[src/rtl/bcd_add_sequencer.sv]
// Step-button driven request/ack sequencer for the BCD adder datapath.
// Optional auto-advance in WAIT is enabled by defining BCD_AUTO_STEP_EN.
//
// state   | meaning
// S_IDLE  | nothing requested, waiting for the first step press
// S_REQ   | one request held high, waiting for its ack (timeout counter running)
// S_WAIT  | phase acknowledged, waiting for step (or dwell expiry) to advance
// S_ERROR | ack never came; held until abort
module bcd_add_sequencer #(
  parameter int TIMEOUT_CYCLES = 255,
  parameter int CNT_W          = 8,
  parameter int DWELL_CYCLES   = 200
) (
  input  logic       CLK,
  input  logic       RST,
  input  logic       step_btn,
  input  logic       abort_btn,
  input  logic       load_a_ack,
  input  logic       load_b_ack,
  input  logic       display_a_ack,
  input  logic       display_b_ack,
  input  logic       display_ls_ack,
  input  logic       display_ms_ack,
  output logic       load_a,
  output logic       load_b,
  output logic       display_a,
  output logic       display_b,
  output logic       display_ls,
  output logic       display_ms,
  output logic [2:0] phase,
  output logic       busy,
  output logic       error
);

  typedef enum logic [1:0] {S_IDLE, S_REQ, S_WAIT, S_ERROR} state_t;

  localparam logic [CNT_W-1:0] TO_LAST = CNT_W'(TIMEOUT_CYCLES - 1);

  if (TIMEOUT_CYCLES < 2 || TIMEOUT_CYCLES > (2 ** CNT_W) - 1 ||
      DWELL_CYCLES < 1 || DWELL_CYCLES > (2 ** CNT_W) - 1) begin : g_param_check
    $error("bcd_add_sequencer: TIMEOUT_CYCLES/DWELL_CYCLES do not fit CNT_W");
  end

  state_t           state;
  logic [CNT_W-1:0] cnt;
  logic [5:0]       req;
  logic             step_s1, step_s2, step_prev;
  logic             abort_s1, abort_s2;
  logic             step_edge, ack_hit, done, advance;
  logic [7:0]       ack_vec;
  logic [2:0]       next_phase;

  function automatic logic [5:0] phase_req(input logic [2:0] p);
    return 6'b000001 << p;
  endfunction

  // Request/ack bit index equals the phase number.
  assign {display_ms, display_ls, display_b, load_b, display_a, load_a} = req;
  assign ack_vec = {2'b00, display_ms_ack, display_ls_ack, display_b_ack,
                    load_b_ack, display_a_ack, load_a_ack};

  assign step_edge  = step_s2 & ~step_prev;
  assign ack_hit    = ack_vec[phase];
  // cnt is 0 only in the first REQ cycle, so a nonzero count means the request
  // has already been visible to the datapath for at least one edge.
  assign done       = ack_hit && (cnt != '0);
  assign next_phase = (phase == 3'd5) ? 3'd0 : phase + 3'd1;

`ifdef BCD_AUTO_STEP_EN
  localparam logic [CNT_W-1:0] DWELL_LAST = CNT_W'(DWELL_CYCLES - 1);
  assign advance = step_edge || (cnt == DWELL_LAST);
`else
  assign advance = step_edge;
`endif

  always_ff @(posedge CLK or posedge RST) begin
    if (RST) begin
      state     <= S_IDLE;
      phase     <= 3'd0;
      req       <= 6'b0;
      busy      <= 1'b0;
      error     <= 1'b0;
      cnt       <= '0;
      step_s1   <= 1'b0;
      step_s2   <= 1'b0;
      step_prev <= 1'b0;
      abort_s1  <= 1'b0;
      abort_s2  <= 1'b0;
    end else begin
      step_s1   <= step_btn;
      step_s2   <= step_s1;
      step_prev <= step_s2;
      abort_s1  <= abort_btn;
      abort_s2  <= abort_s1;
      if (abort_s2) begin
        state <= S_IDLE;
        phase <= 3'd0;
        req   <= 6'b0;
        busy  <= 1'b0;
        error <= 1'b0;
        cnt   <= '0;
      end else begin
        case (state)
          S_IDLE: begin
            if (step_edge) begin
              state <= S_REQ;
              phase <= 3'd0;
              req   <= phase_req(3'd0);
              busy  <= 1'b1;
              cnt   <= '0;
            end
          end
          S_REQ: begin
            if (done) begin
              state <= S_WAIT;
              req   <= 6'b0;
              busy  <= 1'b0;
              cnt   <= '0;
            end else if (cnt == TO_LAST) begin
              state <= S_ERROR;
              req   <= 6'b0;
              busy  <= 1'b0;
              error <= 1'b1;
            end else begin
              cnt <= cnt + 1'b1;
            end
          end
          S_WAIT: begin
            if (advance) begin
              state <= S_REQ;
              phase <= next_phase;
              req   <= phase_req(next_phase);
              busy  <= 1'b1;
              cnt   <= '0;
            end
`ifdef BCD_AUTO_STEP_EN
            else begin
              cnt <= cnt + 1'b1;
            end
`endif
          end
          S_ERROR: state <= S_ERROR;
          default: state <= S_IDLE;
        endcase
      end
    end
  end

endmodule

[config.mk]
export PLATFORM = sky130hd
export DESIGN_NAME = bcd_add_sequencer
export DESIGN_NICKNAME = d
export VERILOG_FILES = /design/src/rtl/bcd_add_sequencer.sv
export SDC_FILE = /design/constraint.sdc
export NUM_CORES = 1
export LEC_CHECK = 0
export CORE_MARGIN = 2
export CORE_UTILIZATION = 58
export CTS_CLUSTER_DIAMETER = 100
export DETAILED_ROUTE_END_ITERATION = 8
export PLACE_DENSITY = 0.84
export SETUP_SLACK_MARGIN = 0.2
export SLEW_MARGIN = 20
export SYNTH_ARGS = -nofsm -noshare
export SYNTH_HDL_FRONTEND = slang
export SYNTH_SLANG_ARGS = --single-unit
[constraint.sdc]
create_clock -name CLK -period 3.9 [get_ports CLK]
set_clock_uncertainty 0.05 [all_clocks]
set_input_delay 0.78 -clock CLK [delete_from_list [all_inputs] [get_ports CLK]]
set_output_delay 0.78 -clock CLK [all_outputs]
set_load 0.01 [all_outputs]
==> results of run 1 <==
## layer usage
metal,part of all wire,global-route usage,vias to the layer above
li1,-,-,587
met1,0.44,0.278,584
met2,0.49,0.365,38
met3,0.042,0.0296,9
met4,0.032,0.159,0
met5,0,0,-
## flip-flops by register name, summed over array words and instances (netlist names)
| register | cells |
|---|---|
| state | 2 |
| busy | 1 |
| abort_s1 | 1 |
| error | 1 |
| abort_s2 | 1 |
| step_s2 | 1 |
| cnt | 8 |
| step_prev | 1 |
| phase | 3 |
| req | 6 |
| step_s1 | 1 |
## per-stage QoR
step / std cells / hold WS (ps) / setup WS, ps
final: 204 / 322 / 1510
after global placement: 200 / 284 / 1370
after floorplan: 156 / 281 / 1940
after global routing: 204 / 334 / 1350
after CTS: 204 / 329 / 1510
after detailed placement: 200 / 297 / 1290
## cell type report
class                   instances  share of cell area
clock inverters                 1              0.0170
clock buffers                   3              0.0127
inverters                      11              0.0233
repair buffers                 20               0.113
multi-input cells             113               0.445
well taps                      30              0.0212
flip-flops and latches         26               0.368
## worst max path at each step
stage	start	endpoint	slack, ps	depth (start not counted)
4_1_cts	state[0]	cnt[3]	1510	5
3_5_place_dp	display_a_ack	cnt[3]	1290	6
6_report	state[0]	cnt[3]	1510	5
3_3_place_gp	display_a_ack	state[1]	1370	6
5_1_grt	state[0]	cnt[3]	1350	5
2_1_floorplan	state[0]	busy	1940	7
## synth_stat cells (2+ instances only)
cell / n
nand2_1: 19
a31oi_1: 6
o21ai_0: 8
mux2i_1: 11
nand3_1: 9
o21ai_1: 4
dfrtp_1: 26
buf_2: 2
nor3_1: 2
and2_1: 3
buf_6: 2
nor2_1: 8
inv_1: 11
a21oi_1: 3
clkbuf_1: 2
nor2b_1: 3
nand4_1: 7
ha_1: 8
nand3b_1: 2
o211ai_1: 2
o22ai_1: 2
and3_1: 2
## power groups by stage
| stage | Combinational (W) | Clock, W | Sequential (W) |
|---|---|---|---|
| 3_3_place_gp | 0.000185 | 0 | 0.000304 |
| 2_1_floorplan | 0.000141 | 0 | 0.000305 |
| 6_report | 0.000192 | 0.000186 | 0.000301 |
| 5_1_grt | 0.000212 | 0.000201 | 0.000303 |
| 4_1_cts | 0.000193 | 0.000189 | 0.000301 |
| 3_5_place_dp | 0.000190 | 0 | 0.000306 |
## cell families after synthesis
kind of cell    share of synthesized area
simple gates                        0.206
compound gates                      0.157
flops                               0.428
buf+inv                            0.0535
mux                                0.0898
fa+ha+maj                          0.0659
==> impl_results.md, run 1 <==
* Status: finished clean
* Worst R2R Path Depth at 5
* WL per Instance at 14.7 um
* DR pass1 iterations at 4
* Sw power at 0.000209 W
* Vias at 1218
* Syn_area_per_cell at 9.74 um^2
* Total of max-cap violations at 0
* Most frequent cells in the layout: dfrtp_1 (26), clkdlybuf4s50_1 (20), nand2_1 (19)
* Tightest Pin Transition at 1090 ps
* Worst path max stage delay at 910 ps
* Ys Warns at 0
* Total gr overflow at 0
* Hold endpoint: abort_s2
* Net Count, Synth at 174
* WS Path Type: reg -> reg
* Synth Cell Area at 1520 um^2
* CTS H-Tree Depth at 1
* Final wirelength at 3000 um
* Reg-to-reg endpoint: cnt[3]
* DRC errors left at 0
* Synth unique cells at 36
* CP Data Arrival Time at 2600 ps
* Mean number of vias per cell at 5.97
* Clk_lat worst skew at 330 ps
* Final slew viol count at 0
* Inserted Clock Buffers at 3
* Crit path max fanout at 11
* PortBufs at 20
* Commonest non-fill, non-tap cell in the layout: dfrtp_1
* Sequential Power Share at 0.442
* ANT nets after route at 0
* Power Dens Cells at 384 nW/um^2
* Hold-critical path depth at 0
* Req. time, crit path at 4110 ps
* WP buf/inv at 1
* # diodes at 0
* Die ar. at 3040 um^2
* Hold WC Path Type: reg -> reg
* # rows at 18
* Die height at 55.2 um
* Yosys top cell by area: dfrtp_1
* Worst Min Path Start: abort_s1
* Initial antenna violation count at 0
* Clock Pin Slew Worst Setup and Hold Paths at 140 ps
* Wire length of the first global-routing pass at 4800 um
* Clock tree sinks at 26
* Peak Freq at 0.419 GHz
* Core Region at 2480 um^2
* Final Hold Vio Count at 0
* Cell leakage power at 0.725 nW
* Share of layout cells above drive strength 1 at 0.0747
* DR iter-0 viols at 18
* FF/Latch Area at 651 um^2
* Filler cells at 177
* Post-synthesis sequential area ratio at 0.428
* Detailed Place HPWL at 2210 um
* Postcts setup bufs at 0
* Chip Width at 55.2 um
* Area of the multi-input gates at 787 um^2
* TritonCTS clock tree: done
* Total Routing Usage GR at 0.226
* Finished Core Util at 0.714
* Slew headroom at 0.267
* Combinational Power Share at 0.283
* Asr flop ratio synth at 1.00
* Ys flop type: dfrtp_1
* Synth Instances at 156
* P_int at 0.000470 W
* CTS Buffer Depth at 2
* Tmin final at 2390 ps
* Worst path cell trace: inv_1 > ha_1 > nor3_1 > nand4_1 > mux2i_1
* CP Capture Type: flop
* Final nets at 193
* Pin count of the biggest net entering global routing at 27
* Post-route cell area at 1770 um^2
* Initial Util at 0.613
* Total power at 0.000679 W
* Placed instance area at 1720 um^2
* Final setup fails at 0
* Synthesized flop and latch total at 26
* CP max-delay cell: nor3_1
* # hold bufs at CTS at 0
* Top-area cell type share of the netlist area at 0.428
* Worst vdd ir at 279 uV
* Number of synthesized flops with an enable pin at 0
* Clk pwr share at 0.274
* Reg2Reg Setup Slack at 1510 ps
* Clock Tree Root: clkbuf_4
* I/O pin cnt at 21
* Switching share of power at 0.308
* Final Cycle Share at 0.612
* FF-to-FF Start: state[0]
* CP top delay family: simple AND/OR/NAND/NOR gates
* CTS resizes at 0
* GPL Wtd Cong at 0.829
* Synthesis-to-layout area growth at 16.5%
* RSZ-0062 raised after global routing: no
* Vias in the first global route at 1121
* Setup crit start kind: flop
* Top cells by area, synth: dfrtp_1 (43%), mux2i_1 (7.2%), ha_1 (6.6%)
* Final setup TNS at 0 ps
(Power assumes the default switching activity.)
==> inputs of run 2 (changes only) <==
Settings changed: CORE_UTILIZATION 58 to 54, PLACE_DENSITY 0.84 to 0.79.
Clock period 3.9 ns to 2.39 ns, I/O delays scaled along.
==> impl_results.md, run 2 (synthesis results as in run 1) <==
* Status: finished clean
* Pin count of the biggest net entering global routing at 27 (unchanged)
* TritonCTS clock tree: done
* Placed Cells at 205 (+2.5%)
* Final setup fails at 0 (unchanged)
* Final setup TNS at 0 ps (unchanged)
* Detailed Place HPWL at 2180 um (-1.6%)
* Final nets at 203 (+5.2%)
* Cell leakage power at 0.773 nW (+6.6%)
* Total gr overflow at 0 (unchanged)
* Wire length of the first global-routing pass at 5000 um (+4.0%)
* Clk_lat worst skew at 320 ps (about the same)
* Vias at 1265 (+3.9%)
* GRT Max-Usage Layer: met2
* DRC errors left at 0 (unchanged)
* Total Routing Usage GR at 0.194 (-0.0322)
* Commonest non-fill, non-tap cell in the layout: dfrtp_1
* Biggest regs: cnt (8), req (6), phase (3)
* FF/Latch Area at 653 um^2 (+0.38%)
* Initial antenna violation count at 0 (unchanged)
* Initial Util at 0.560 (-0.0527)
* CTS H-Tree Depth at 1 (unchanged)
* Inserted Clock Buffers at 3 (unchanged)
* # rows at 19 (+1)
* Setup crit start kind: flop
* GPL Wtd Cong at 0.860 (+3.7%)
* Final Hold Vio Count at 0 (unchanged)
* Finished Core Util at 0.691 (-0.0230)
* Worst vdd ir at 445 uV (+59%)
* CP Data Arrival Time at 2270 ps (-330 ps)
* Share of layout cells above drive strength 1 at 0.158 (+0.0829)
* Clock tree sinks at 26 (unchanged)
* DR iter-0 viols at 48 (+30)
* Crit path max fanout at 15 (+4)
* Die height at 57.0 um (+3.4%)
* Hold WC Path Type: reg -> reg
* Area of the multi-input gates at 820 um^2 (+4.1%)
* Slew headroom at 0.703 (+0.435)
* RSZ-0062 raised after global routing: no
* Chip Width at 57.0 um (+3.4%)
* Clock Tree Root: clkbuf_4
* Req. time, crit path at 2590 ps (-1520 ps)
* Power Dens Cells at 626 nW/um^2 (+63%)
* GR Util met1 at 0.267 (-0.0117)
* Tmin final at 2070 ps (-318 ps)
* Final wirelength at 3250 um (+8.3%)
* Filler cells at 227 (+28%)
* Met3 Usage GRT at 0.0249 (-0.00463)
* Placed instance area at 1750 um^2 (+1.8%)
* Core Region at 2710 um^2 (+9.4%)
* # diodes at 0 (unchanged)
* ANT nets after route at 0 (unchanged)
* PortBufs at 20 (unchanged)
* WL per Instance at 15.1 um (+2.8%)
* Final slew viol count at 0 (unchanged)
* Most frequent cells in the layout: dfrtp_1 (24), clkdlybuf4s50_1 (20), nand2_1 (19)
* GR Util met2 at 0.300 (-0.0646)
* Tightest Pin Transition at 444 ps (-646 ps)
* Clock Pin Slew Worst Setup and Hold Paths at 140 ps (about the same)
* Setup ws final at 321 ps (-1190 ps)
* Reg with most FFs: cnt
* Non-filler instance count after layout at 215 (+5.4%)
* Post-route cell area at 1870 um^2 (+5.9%)
* Peak Freq at 0.483 GHz (+15%)
* Max reg flops at 8 (unchanged)
* I/O pin cnt at 21 (unchanged)
* WS Path Type: reg -> reg
* Mean number of vias per cell at 5.88 (-1.5%)
* Die ar. at 3250 um^2 (+6.9%)
* Synthesis-to-layout area growth at 23.3%
* DR pass1 iterations at 4 (unchanged)
* CP Capture Type: flop
* Final Cycle Share at 0.866 (+0.254)
* Placement Setup Slack at 101 ps (-1190 ps)
* Vias in the first global route at 1174 (+4.7%)
* CTS Buffer Depth at 2 (unchanged)
* Total of max-cap violations at 0 (unchanged)
[run 2: layout make-up]
type | instances | area share
repair buffers | 29 | 0.143
clock buffers | 3 | 0.0120
well taps | 31 | 0.0207
clock inverters | 1 | 0.0160
multi-input cells | 114 | 0.438
inverters | 11 | 0.0220
flip-flops and latches | 26 | 0.349
[run 2: critical path, stage by stage (launching register included)]
cell	delay (ps)
dfrtp_1	580
mux2_4	340
and3_4	210
o21ai_4	380
nand4_1	210
mux2i_1	210
[run 2: path summary, 6_finish.rpt]
path / start / endpoint / slack [ps] / cells past startpoint
worst max-delay path: phase[2] / cnt[3] / 320 / 5
worst min-delay path: abort_s1 / abort_s2 / 320 / 0
worst max register to register: phase[2] / cnt[3] / 320 / 5
worst min register to register: abort_s1 / abort_s2 / 320 / 0
max in group asynchronous: RST / phase[0] / 1570 / 3
min in group asynchronous: RST / step_s1 / 450 / 3
[run 2: power by group]
| group | internal [W] | total [W] | switching [W] |
|---|---|---|---|
| clock | 0.000170 | 0.000299 | 0.000129 |
| sequential | 0.000467 | 0.000492 | 0.0000250 |
| combinational | 0.000177 | 0.000382 | 0.000205 |
[run 2: metrics by stage]
stage | hold slack [ps] | power (W)
global route | 328 | 0.00123
CTS | 323 | 0.00113
finish | 317 | 0.00117
global placement | 287 | 0.000810
detailed placement | 291 | 0.000822
floorplan | 281 | 0.000728
[run 2: metal layers]
layer / vias up / part of all wire
li1: 609 / -
met1: 600 / 0.44
met2: 46 / 0.50
met3: 10 / 0.039
met4: 0 / 0.022
met5: - / 0
[run 2: what timing repair did]
action | in CTS | in global routing
setup endpoints to repair | 0 | 12
gates resized for setup | 0 | 8
hold buffers | 0 | 0
buffers inserted | 0 | 5
==> inputs of run 3 (changes only) <==
Settings changed: MAX_ROUTING_LAYER set to met4.
==> impl_results.md, run 3 (synthesis results as in run 1) <==
* Slew headroom at 0.728 (+0.0248)
* Final wirelength at 3090 um (-5.0%)
* CP Data Arrival Time at 2260 ps (about the same)
* WL per Instance at 14.6 um (-3.7%)
* # diodes at 0 (unchanged)
* Max reg flops at 8 (unchanged)
* Final nets at 200 (-1.5%)
* Most frequent cells in the layout: dfrtp_1 (26), clkdlybuf4s50_1 (20), nand2_1 (19)
* Biggest regs: cnt (8), req (6), phase (3)
* Tightest Pin Transition at 407 ps (-36.8 ps)
* Final slew viol count at 0 (unchanged)
* Post-route cell area at 1840 um^2 (-1.7%)
* Tmin final at 2080 ps (+15.3 ps)
* Hold WC Path Type: reg -> reg
* Mean number of vias per cell at 5.87 (-0.19%)
* Clk_lat worst skew at 320 ps (about the same)
* Cell leakage power at 0.763 nW (-1.3%)
* CTS Buffer Depth at 2 (unchanged)
* Placement Setup Slack at 101 ps (unchanged)
* Die height at 57.0 um (unchanged)
* Worst vdd ir at 429 uV (-3.6%)
* Initial Util at 0.560 (unchanged)
* GPL Wtd Cong at 0.874 (+1.6%)
* Total gr overflow at 0 (unchanged)
* Commonest non-fill, non-tap cell in the layout: dfrtp_1
* Initial antenna violation count at 0 (unchanged)
* Final Cycle Share at 0.872 (+0.00642)
* TritonCTS clock tree: done
* Clock Tree Root: clkbuf_4
* Power Dens Cells at 625 nW/um^2 (-0.13%)
* Detailed Place HPWL at 2180 um (unchanged)
* PortBufs at 20 (unchanged)
* Clock Pin Slew Worst Setup and Hold Paths at 140 ps (about the same)
* WS Path Type: reg -> reg
* Vias at 1245 (-1.6%)
* Req. time, crit path at 2560 ps (-30 ps)
* Core Region at 2710 um^2 (unchanged)
* Setup crit start kind: flop
* Total Routing Usage GR at 0.200 (+0.00603)
* Status: finished clean
* # rows at 19 (unchanged)
* CTS H-Tree Depth at 1 (unchanged)
* Vias in the first global route at 1174 (unchanged)
* DR iter-0 viols at 46 (-4.2%)
* Final setup TNS at 0 ps (unchanged)
* Clock tree sinks at 26 (unchanged)
* CP max-delay cell: or3b_2
* Die ar. at 3250 um^2 (unchanged)
* ANT nets after route at 0 (unchanged)
* Final setup fails at 0 (unchanged)
* I/O pin cnt at 21 (unchanged)
* RSZ-0062 raised after global routing: yes
* Share of layout cells above drive strength 1 at 0.122 (-0.0361)
* Worst path max stage delay at 480 ps (-100 ps)
* Reg with most FFs: cnt
* Worst R2R Path Depth at 7 (+2)
* CP Capture Type: flop
* Worst path cell trace: inv_1 > ha_2 > or3b_2 > o211ai_1 > o31ai_4 > a31oi_1 > o22ai_1
* Inserted Clock Buffers at 3 (unchanged)
* Hold-critical path depth at 0 (unchanged)
* Chip Width at 57.0 um (unchanged)
* Total of max-cap violations at 0 (unchanged)
* Crit path max fanout at 7 (-8)
* Pin count of the biggest net entering global routing at 27 (unchanged)
* Wire length of the first global-routing pass at 4990 um (-0.14%)
* Final Hold Vio Count at 0 (unchanged)
* Peak Freq at 0.480 GHz (-0.74%)
* DR pass1 iterations at 4 (unchanged)
* DRC errors left at 0 (unchanged)
* Synthesis-to-layout area growth at 21.2%
* Setup ws final at 305 ps (-15.3 ps)
* Placed instance area at 1750 um^2 (unchanged)
-- run 3: worst paths after layout --
kind / from / endpoint / slack [ps]
hold reg to reg: abort_s1 / abort_s2 / 320
setup reg to reg: state[1] / cnt[7] / 310
hold / removal: abort_s1 / abort_s2 / 320
max in group asynchronous: RST / state[0] / 1600
setup / recovery: state[1] / cnt[7] / 310
min in group asynchronous: RST / step_prev / 450
-- run 3: worst max-delay path: cells and delay by family, from the launching register on --
family / cells / cell delay [ps]
buffers and inverters: 1 / 110
AND/OR/NAND/NOR: 1 / 480
flip-flops: 1 / 440
adder cells (fa/ha/maj): 1 / 260
AO/OA/AOI/OAI: 4 / 630
-- run 3: power by group --
| group | leakage (nW) | internal (W) | switching [W] |
|---|---|---|---|
| logic | 0.386 | 0.000169 | 0.000191 |
| registers | 0.349 | 0.000466 | 0.0000245 |
| clock network | 0.0279 | 0.000170 | 0.000131 |
-- run 3: final cells by class --
class	instances	area, um^2
timing repair buffer	27	265
inverter	11	41.3
multi-input combinational	113	792
sequential	26	651
clock buffer	3	22.5
tap	31	38.8
clock inverter	1	30.0
fill	225	870
-- run 3: routing by layer --
metal,part of all wire,vias up,global-route usage
met4,0.022,0,0.103
met2,0.50,34,0.302
met1,0.45,601,0.265
met3,0.031,10,0.0249
met5,0,-,-
li1,-,600,-
-- run 3: metrics by stage --
step / total power (W) / utilization / hold WS [ps] / std cells
final: 0.00115 / 0.679 / 317 / 212
after CTS: 0.00113 / 0.664 / 323 / 209
after global placement: 0.000810 / 0.645 / 287 / 205
after global routing: 0.00122 / 0.679 / 327 / 212
after detailed placement: 0.000822 / 0.645 / 291 / 205
after floorplan: 0.000728 / - / 281 / 156
-- run 3: timing repair --
action / 4_1_cts / 5_1_grt
hold buffers: 0 / 0
buffers inserted: 0 / 3
resized for setup: 0 / 2
endpoints found under the setup margin: 0 / 12
